[config.mk]
export PLATFORM = sky130hd
export DESIGN_NAME = simd_result_drain
export DESIGN_NICKNAME = d
export VERILOG_FILES = /design/src/rtl/simd_pkg.sv /design/src/rtl/simd_window_tracker.sv /design/src/rtl/simd_result_drain.sv
export SDC_FILE = /design/constraint.sdc
export NUM_CORES = 1
export LEC_CHECK = 0
export BUFFER_PORTS_ARGS = -buffer_cell sky130_fd_sc_hd__buf_2
export CAP_MARGIN = 0
export CORE_ASPECT_RATIO = 1.75
export CORE_UTILIZATION = 51
export DETAILED_ROUTE_END_ITERATION = 7
export GPL_TIMING_DRIVEN = 0
export PLACE_DENSITY = 0.78
export SETUP_SLACK_MARGIN = 0.1
export SYNTH_ARGS = -nofsm -noshare
export SYNTH_HDL_FRONTEND = slang
export SYNTH_SLANG_ARGS = --single-unit
export TNS_END_PERCENT = 50
[constraint.sdc]
create_clock -name clk -period 2.2 [get_ports clk]
set_clock_uncertainty 0.2 [all_clocks]
set_input_delay 0.33 -clock clk [delete_from_list [all_inputs] [get_ports clk]]
set_output_delay 0.33 -clock clk [all_outputs]
set_load 0.05 [all_outputs]
[src/rtl/simd_pkg.sv]
// Shared types and geometry for the simd_cell result drain path.
// Dimensions come from the DIM_A / DIM_C / ACC_WIDTH / INPUT_WIDTH macros when defined.
`ifndef DIM_A
`define DIM_A 2
`endif
`ifndef DIM_C
`define DIM_C 2
`endif
`ifndef ACC_WIDTH
`define ACC_WIDTH 8
`endif
`ifndef INPUT_WIDTH
`define INPUT_WIDTH 3
`endif

package simd_pkg;

  localparam int unsigned DIM_A       = `DIM_A;
  localparam int unsigned DIM_C       = `DIM_C;
  localparam int unsigned ACC_WIDTH   = `ACC_WIDTH;
  localparam int unsigned INPUT_WIDTH = `INPUT_WIDTH;

  localparam int unsigned C_IDX_W     = (DIM_C > 1) ? $clog2(DIM_C) : 1;
  localparam int unsigned A_IDX_W     = (DIM_A > 1) ? $clog2(DIM_A) : 1;
  localparam int unsigned NUM_ENTRIES = DIM_C * DIM_A;

  typedef enum logic {
    IDLE,
    DRAIN
  } drain_state_t;

  typedef logic [DIM_C-1:0][DIM_A-1:0][ACC_WIDTH-1:0] prod_mat_t;

endpackage

[src/rtl/simd_window_tracker.sv]
// Counts enabled cycles of a temporal window and emits a capture strobe CAPTURE_LAT cycles
// after the last enabled cycle, when the cell's product_reg has settled.
module simd_window_tracker
  import simd_pkg::*;
#(
  parameter int unsigned CAPTURE_LAT = 2
) (
  input  logic clk,
  input  logic rst_n,
  input  logic enable,
  output logic cap
);

  logic [INPUT_WIDTH-1:0] r_win_cnt;
  logic                   w_win_end;

  assign w_win_end = enable && (r_win_cnt == '1);

  always_ff @(posedge clk or negedge rst_n) begin
    if (!rst_n) begin
      r_win_cnt <= '0;
    end else if (enable) begin
      r_win_cnt <= r_win_cnt + 1'b1;
    end
  end

  generate
    if (CAPTURE_LAT == 0) begin : g_no_pipe
      assign cap = w_win_end;
    end else begin : g_pipe
      logic [CAPTURE_LAT-1:0] r_pipe;

      always_ff @(posedge clk or negedge rst_n) begin
        if (!rst_n) begin
          r_pipe <= '0;
        end else begin
          r_pipe[0] <= w_win_end;
          for (int i = 1; i < CAPTURE_LAT; i++) begin
            r_pipe[i] <= r_pipe[i-1];
          end
        end
      end

      assign cap = r_pipe[CAPTURE_LAT-1];
    end
  endgenerate

endmodule

[src/rtl/simd_result_drain.sv]
// Snapshots the simd_cell product matrix at each window end and streams it out one entry per beat.
// Optional SIMD_DRAIN_PERF_EN adds stall and capture counters.
module simd_result_drain
  import simd_pkg::*;
#(
  parameter int unsigned CAPTURE_LAT = 2
) (
  input  logic                               clk,
  input  logic                               rst_n,
  input  logic                               enable,
  input  logic [DIM_C*DIM_A*ACC_WIDTH-1:0]   product_in,
  output logic                               out_valid,
  input  logic                               out_ready,
  output logic [ACC_WIDTH-1:0]               out_data,
  output logic [C_IDX_W-1:0]                 out_c,
  output logic [A_IDX_W-1:0]                 out_a,
  output logic                               out_last,
  output logic                               busy,
  output logic                               overrun,
  input  logic                               clear_overrun
`ifdef SIMD_DRAIN_PERF_EN
  ,
  output logic [15:0]                        perf_stall_cnt,
  output logic [15:0]                        perf_win_cnt
`endif
);

  localparam logic [C_IDX_W-1:0] C_LAST = C_IDX_W'(DIM_C - 1);
  localparam logic [A_IDX_W-1:0] A_LAST = A_IDX_W'(DIM_A - 1);

  drain_state_t         r_state, w_state_d;
  prod_mat_t            r_shadow;
  logic [C_IDX_W-1:0]   r_c, w_c_d;
  logic [A_IDX_W-1:0]   r_a, w_a_d;
  logic                 r_overrun;
  logic                 w_cap;
  logic                 w_hs;
  logic                 w_last;
  logic                 w_load;
  logic                 w_ov_set;

  simd_window_tracker #(
    .CAPTURE_LAT (CAPTURE_LAT)
  ) u_tracker (
    .clk    (clk),
    .rst_n  (rst_n),
    .enable (enable),
    .cap    (w_cap)
  );

  assign w_hs   = (r_state == DRAIN) && out_ready;
  assign w_last = (r_state == DRAIN) && (r_c == C_LAST) && (r_a == A_LAST);

  always_comb begin
    w_state_d = r_state;
    w_c_d     = r_c;
    w_a_d     = r_a;
    w_load    = 1'b0;
    w_ov_set  = 1'b0;
    unique case (r_state)
      IDLE: begin
        if (w_cap) begin
          w_load    = 1'b1;
          w_c_d     = '0;
          w_a_d     = '0;
          w_state_d = DRAIN;
        end
      end
      DRAIN: begin
        if (w_hs && w_last) begin
          // A capture landing on the final handshake starts the next drain back-to-back.
          w_c_d = '0;
          w_a_d = '0;
          if (w_cap) begin
            w_load = 1'b1;
          end else begin
            w_state_d = IDLE;
          end
        end else begin
          if (w_hs) begin
            if (r_a == A_LAST) begin
              w_a_d = '0;
              w_c_d = r_c + 1'b1;
            end else begin
              w_a_d = r_a + 1'b1;
            end
          end
          if (w_cap) begin
            w_ov_set = 1'b1;
          end
        end
      end
      default: w_state_d = IDLE;
    endcase
  end

  always_ff @(posedge clk or negedge rst_n) begin
    if (!rst_n) begin
      r_state   <= IDLE;
      r_c       <= '0;
      r_a       <= '0;
      r_overrun <= 1'b0;
    end else begin
      r_state   <= w_state_d;
      r_c       <= w_c_d;
      r_a       <= w_a_d;
      r_overrun <= w_ov_set | (r_overrun & ~clear_overrun);
    end
  end

  always_ff @(posedge clk or negedge rst_n) begin
    if (!rst_n) begin
      r_shadow <= '0;
    end else if (w_load) begin
      r_shadow <= product_in;
    end
  end

  // Outputs depend on registered state only, so out_ready never reaches out_valid.
  assign out_valid = (r_state == DRAIN);
  assign busy      = out_valid;
  assign out_data  = out_valid ? r_shadow[r_c][r_a] : '0;
  assign out_c     = r_c;
  assign out_a     = r_a;
  assign out_last  = w_last;
  assign overrun   = r_overrun;

`ifdef SIMD_DRAIN_PERF_EN
  logic [15:0] r_stall_cnt;
  logic [15:0] r_pwin_cnt;

  always_ff @(posedge clk or negedge rst_n) begin
    if (!rst_n) begin
      r_stall_cnt <= '0;
      r_pwin_cnt  <= '0;
    end else if (clear_overrun) begin
      r_stall_cnt <= '0;
      r_pwin_cnt  <= '0;
    end else begin
      if (out_valid && !out_ready && (r_stall_cnt != 16'hFFFF)) begin
        r_stall_cnt <= r_stall_cnt + 16'd1;
      end
      if (w_load) begin
        r_pwin_cnt <= r_pwin_cnt + 16'd1;
      end
    end
  end

  assign perf_stall_cnt = r_stall_cnt;
  assign perf_win_cnt   = r_pwin_cnt;
`endif

endmodule

# After elaboration in Yosys (flattened, before gate mapping)
# Index checks and enable logic that the tools add are counted.
# word_totals
register_bits	41
out_inout_bits	14
# op_classes
addsub	3
magnitude_cmp	2
n_eq_ne	4
n_mux	21
bitwise_logic	4
reduce_logical	7
# ops
cell	n
16-bit 2-to-1 mux	2
8-bit 2-to-1 mux	3
1-bit 2-to-1 mux	12
1-bit case mux with 2 select lines	4
3-bit by 1-bit != test with 1-bit output, second input constant	2
1-bit logical AND	5
1-bit by 2-bit less-than comparator with 1-bit output, second input constant	2
3-bit by 1-bit adder with 3-bit output, second input constant	1
3-bit == test, second input constant	1
3-bit AND reduction	1
1-bit adder, second input constant	2
2-bit by 1-bit != test with 1-bit output, second input constant	1
1-bit NOT	2
2-bit AND reduction	1
1-bit bitwise AND	1
1-bit OR	1

# Longest topological paths before layout
# logic_depth
word_depth	6
depth_mapped	4
mapped_depth_nobuf	3

# By module
# A second synthesis with hierarchy kept.
# unflattened
hier_cells	115
hier_area_um2	1836.8
# modules_own_cells
mod	n_inst	cells_each	area_per_inst_um2	seq_area_each_um2
simd_result_drain	1	104	1647.8	900.9
simd_window_tracker	1	11	188.9	125.1

# Worst setup path after synthesis
# OpenSTA, ideal clock, no wires.
# synth_timing
path_type	reg-to-output
startpoint	register r_c (netlist: out_c)
endpoint	output port out_data[0]
arrival_time_ps	1838
t_required_ps	1670
slack_ps	-168
stages_incl_launch_ff	4
path_cell_list	dfrtp_1 buf_2 mux4_2 and2_1
# synth_via
elab_chain_len	5
# synth_rtl
item	line	text
start, declared	simd_result_drain.sv:33	logic [C_IDX_W-1:0] r_c, w_c_d;
start signal, assigned	simd_result_drain.sv:105	r_c <= w_c_d;
16-bit 2-to-1 mux (not written as such) (2 in a row)	simd_result_drain.sv:122	assign out_data = out_valid ? r_shadow[r_c][r_a] : '0;
8-bit 2-to-1 mux (not written as such) (2 in a row)	simd_result_drain.sv:122	
8-bit 2-to-1 mux	simd_result_drain.sv:122	
end, declared	simd_result_drain.sv:14	output logic [ACC_WIDTH-1:0] out_data,
# Every way passes these cells. The select of a mux whose other input is x is not followed.

# Final worst setup path
# layout_timing
startpoint	register r_c (netlist: out_c)
endpoint	output port out_data[6]
# The elaborated chain is that of the path after synthesis.

==> results.ini <==
[place]
hpwl_mm=2.84
port_buffers=50
placed_cell_area_um2=2160
pre_cts_ws_ns=0.0241
gp_congestion=0.718
dp.cells=214

[detailed_routing]
wl_mm=3.82
drtIter0Drc=10
via_per_inst=5.35
vias=1208
drt_first_pass_iters=4
final_antenna_net_count=0
wl_per_cell_um=16.9
drc=0

[yosys]
yosysWarnings=0
synthTopCellsByArea=dfrtp_1 (56%), mux2_2 (18%), mux4_2 (8.5%), and2_1 (3.1%), mux2_1 (2.4%)
ys_types=23
yosysMostFrequentCell=dfrtp_1
synth_area_leader_cell=dfrtp_1
synth-edff-count=0
syn_avg_cell_area_um2=15.5
synth_seq_area_share_pct=55.6
async_flop_share_pct=100
synth_area_um2=1840
syn-instance-count=119
yosysTopAreaCellShare_pct=55.6
synthFlopType=dfrtp_1
syn_nets=158
ys_seq_elements=41
synth_common_cells=dfrtp_1 (41), mux2_2 (30), and2_1 (9)

[critical_path]
critPathMaxFanout=7
cpMaxStageDelayCell=mux4_2
setup.worst_path.end_class=primary output
r2r_slack_ns=0.36
startpoint_type=flip-flop
path_cells=buf_8, mux4_2, and2_4, buf_6
worst_r2r_endpoint=r_shadow[7]$_DFFE_PN0P_
crit_path_max_incr_delay_ns=0.50
cp_data_required_time_ns=1.67
critical_path_arrival_ns=1.64
reg2reg_depth=5
critical_path_class=reg2out
rr_startpoint=out_a$_DFFE_PN0P_

[grt]
grt_overflow=0
antenna_found_initial=0
grt_use_total_pct=23.5
grt_pass1_vias=1329
grt_pass1_wl_mm=6.20
grt_max_degree=42

[finish]
nets=219
utilization_pct=70.4
syn2layout_area_growth_pct=29.7
n_antenna_cell=0
nFillCells=247
finalInstanceArea_um2=2390
final_layout_size_suffix_gt1_share_pct=64.1
final_cells=226

[floorplan]
fp-row-count=28
pin_count=51
die_x_um=47.5
die_h_um=81.6
core_um2=3400
die_area_um2=3870
initial_core_util_pct=54.3

[status]
status=complete, no violations

[worst_hold_path]
whs_endpoint=overrun$_DFF_PN0_
min_from=clear_overrun
min_path_type=in2reg
hold_path_depth=2

[cts]
cts_tree=yes
clkSlewWorstSetupHoldPaths_ns=0.07
ctsLongestPathBuffers=2
htree_levels=2
cts_buffers=5
cts_num_sinks=41
cts-root-buf=clkbuf_8
clkLatencyLatePin_ns=0.29

[power]
total_power_mw=3.95
p_per_area_nw_per_um2=1650
p_leak_nw=1.13
irDropWorstVdd_v=0.000959

[sta]
tightest_slew_ns=0.881
setup_violations=0
setup_ws_ns=0.0269
fmax_mhz=460
period_minus_slack_ns=2.17
drv_slew=0
min_period_over_period_pct=98.8
rsz0062_at_grt=true
hold_ws_ns=0.0240
hold_viol=0
setup_tns_ns=0
slew_headroom_pct=41.2

[flow_run]
maxCapViolCount=0

worst max path at each step:
| stage | startpoint | end | slack, ns | depth (start not counted) |
|---|---|---|---|---|
| after floorplan | out_c$_DFFE_PN0P_ | out_data[3] | 0.07 | 3 |
| final | out_c$_DFFE_PN0P_ | out_data[6] | 0.03 | 4 |
| after global routing | out_c$_DFFE_PN0P_ | out_data[2] | -0.02 | 4 |
| after detailed placement | out_a$_DFFE_PN0P_ | out_data[0] | 0.02 | 4 |
| after CTS | out_c$_DFFE_PN0P_ | out_data[5] | 0.01 | 4 |
| after global placement | out_a$_DFFE_PN0P_ | out_data[0] | 0.06 | 4 |
flip-flops by register name, summed over array words and instances, names as in the netlist:
name                     flops
u_tracker.g_pipe.r_pipe      2
overrun                      1
busy                         1
u_tracker.r_win_cnt          3
r_shadow                    32
out_a                        1
out_c                        1
what timing repair did:
action,CTS,global route
hold buffers,1,0
gates resized for setup,27,4
setup endpoints to repair,9,8
setup buffers,3,0
endpoints found under the hold margin,36,0
power by group:
| group | leakage [nW] | switching, mW | internal, mW | total (mW) |
|---|---|---|---|---|
| Sequential | 0.506 | 0.196 | 1.10 | 1.30 |
| Combinational | 0.568 | 1.03 | 1.00 | 2.04 |
| Clock | 0.0585 | 0.244 | 0.370 | 0.614 |
cells in the final DEF, fill, tap and decap left out, drive strengths merged, types with 2 or more instances in the layout:
cell and instances:
buf 59, dfrtp 41, mux2 34, and2 9
clkbuf 9, mux4 8, o21ai 5, nand3 3
ha 2, a21boi 2
cell type report:
type	instances	area, µm²	area share (%)
Tap cell	45	56.3	2.35
Buffer	8	73.8	3.09
Clock buffer	7	86.3	3.61
Clock inverter	1	30.0	1.26
Timing Repair Buffer	54	340	14.2
Multi-Input combinational cell	69	773	32.3
Sequential cell	41	1030	43.0
Inverter	1	3.75	0.157
kinds of logic (layout without fill, tap and decap cells):
group / Yosys count / in the layout / share of synthesized area (%)
DFF: 41 / 41 / 55.6
muxes: 42 / 42 / 30.7
adders and majority gates: 2 / 2 / 1.36
AOI/OAI and AO/OA: 8 / 8 / 3.19
buffers and inverters: 9 / 71 / 3.39
and+or+nand+nor: 16 / 16 / 5.22
xor gates and xnor gates: 1 / 1 / 0.475
critical path, delay by kind of cell (launching register included):
family        cells  cell delay, ns
buf+inv           2            0.28
flops             1            0.39
mux               1            0.50
simple gates      1            0.17
per-layer routing:
metal  track usage (%)  vias to the layer above  share of wire [%]
li1                  -                      548                  -
met1              26.1                      616                 36
met2              40.4                       37                 58
met3              5.49                        7                3.9
met4              10.9                        0                2.2
met5                 0                        -                  0
(Power assumes the default switching activity.)
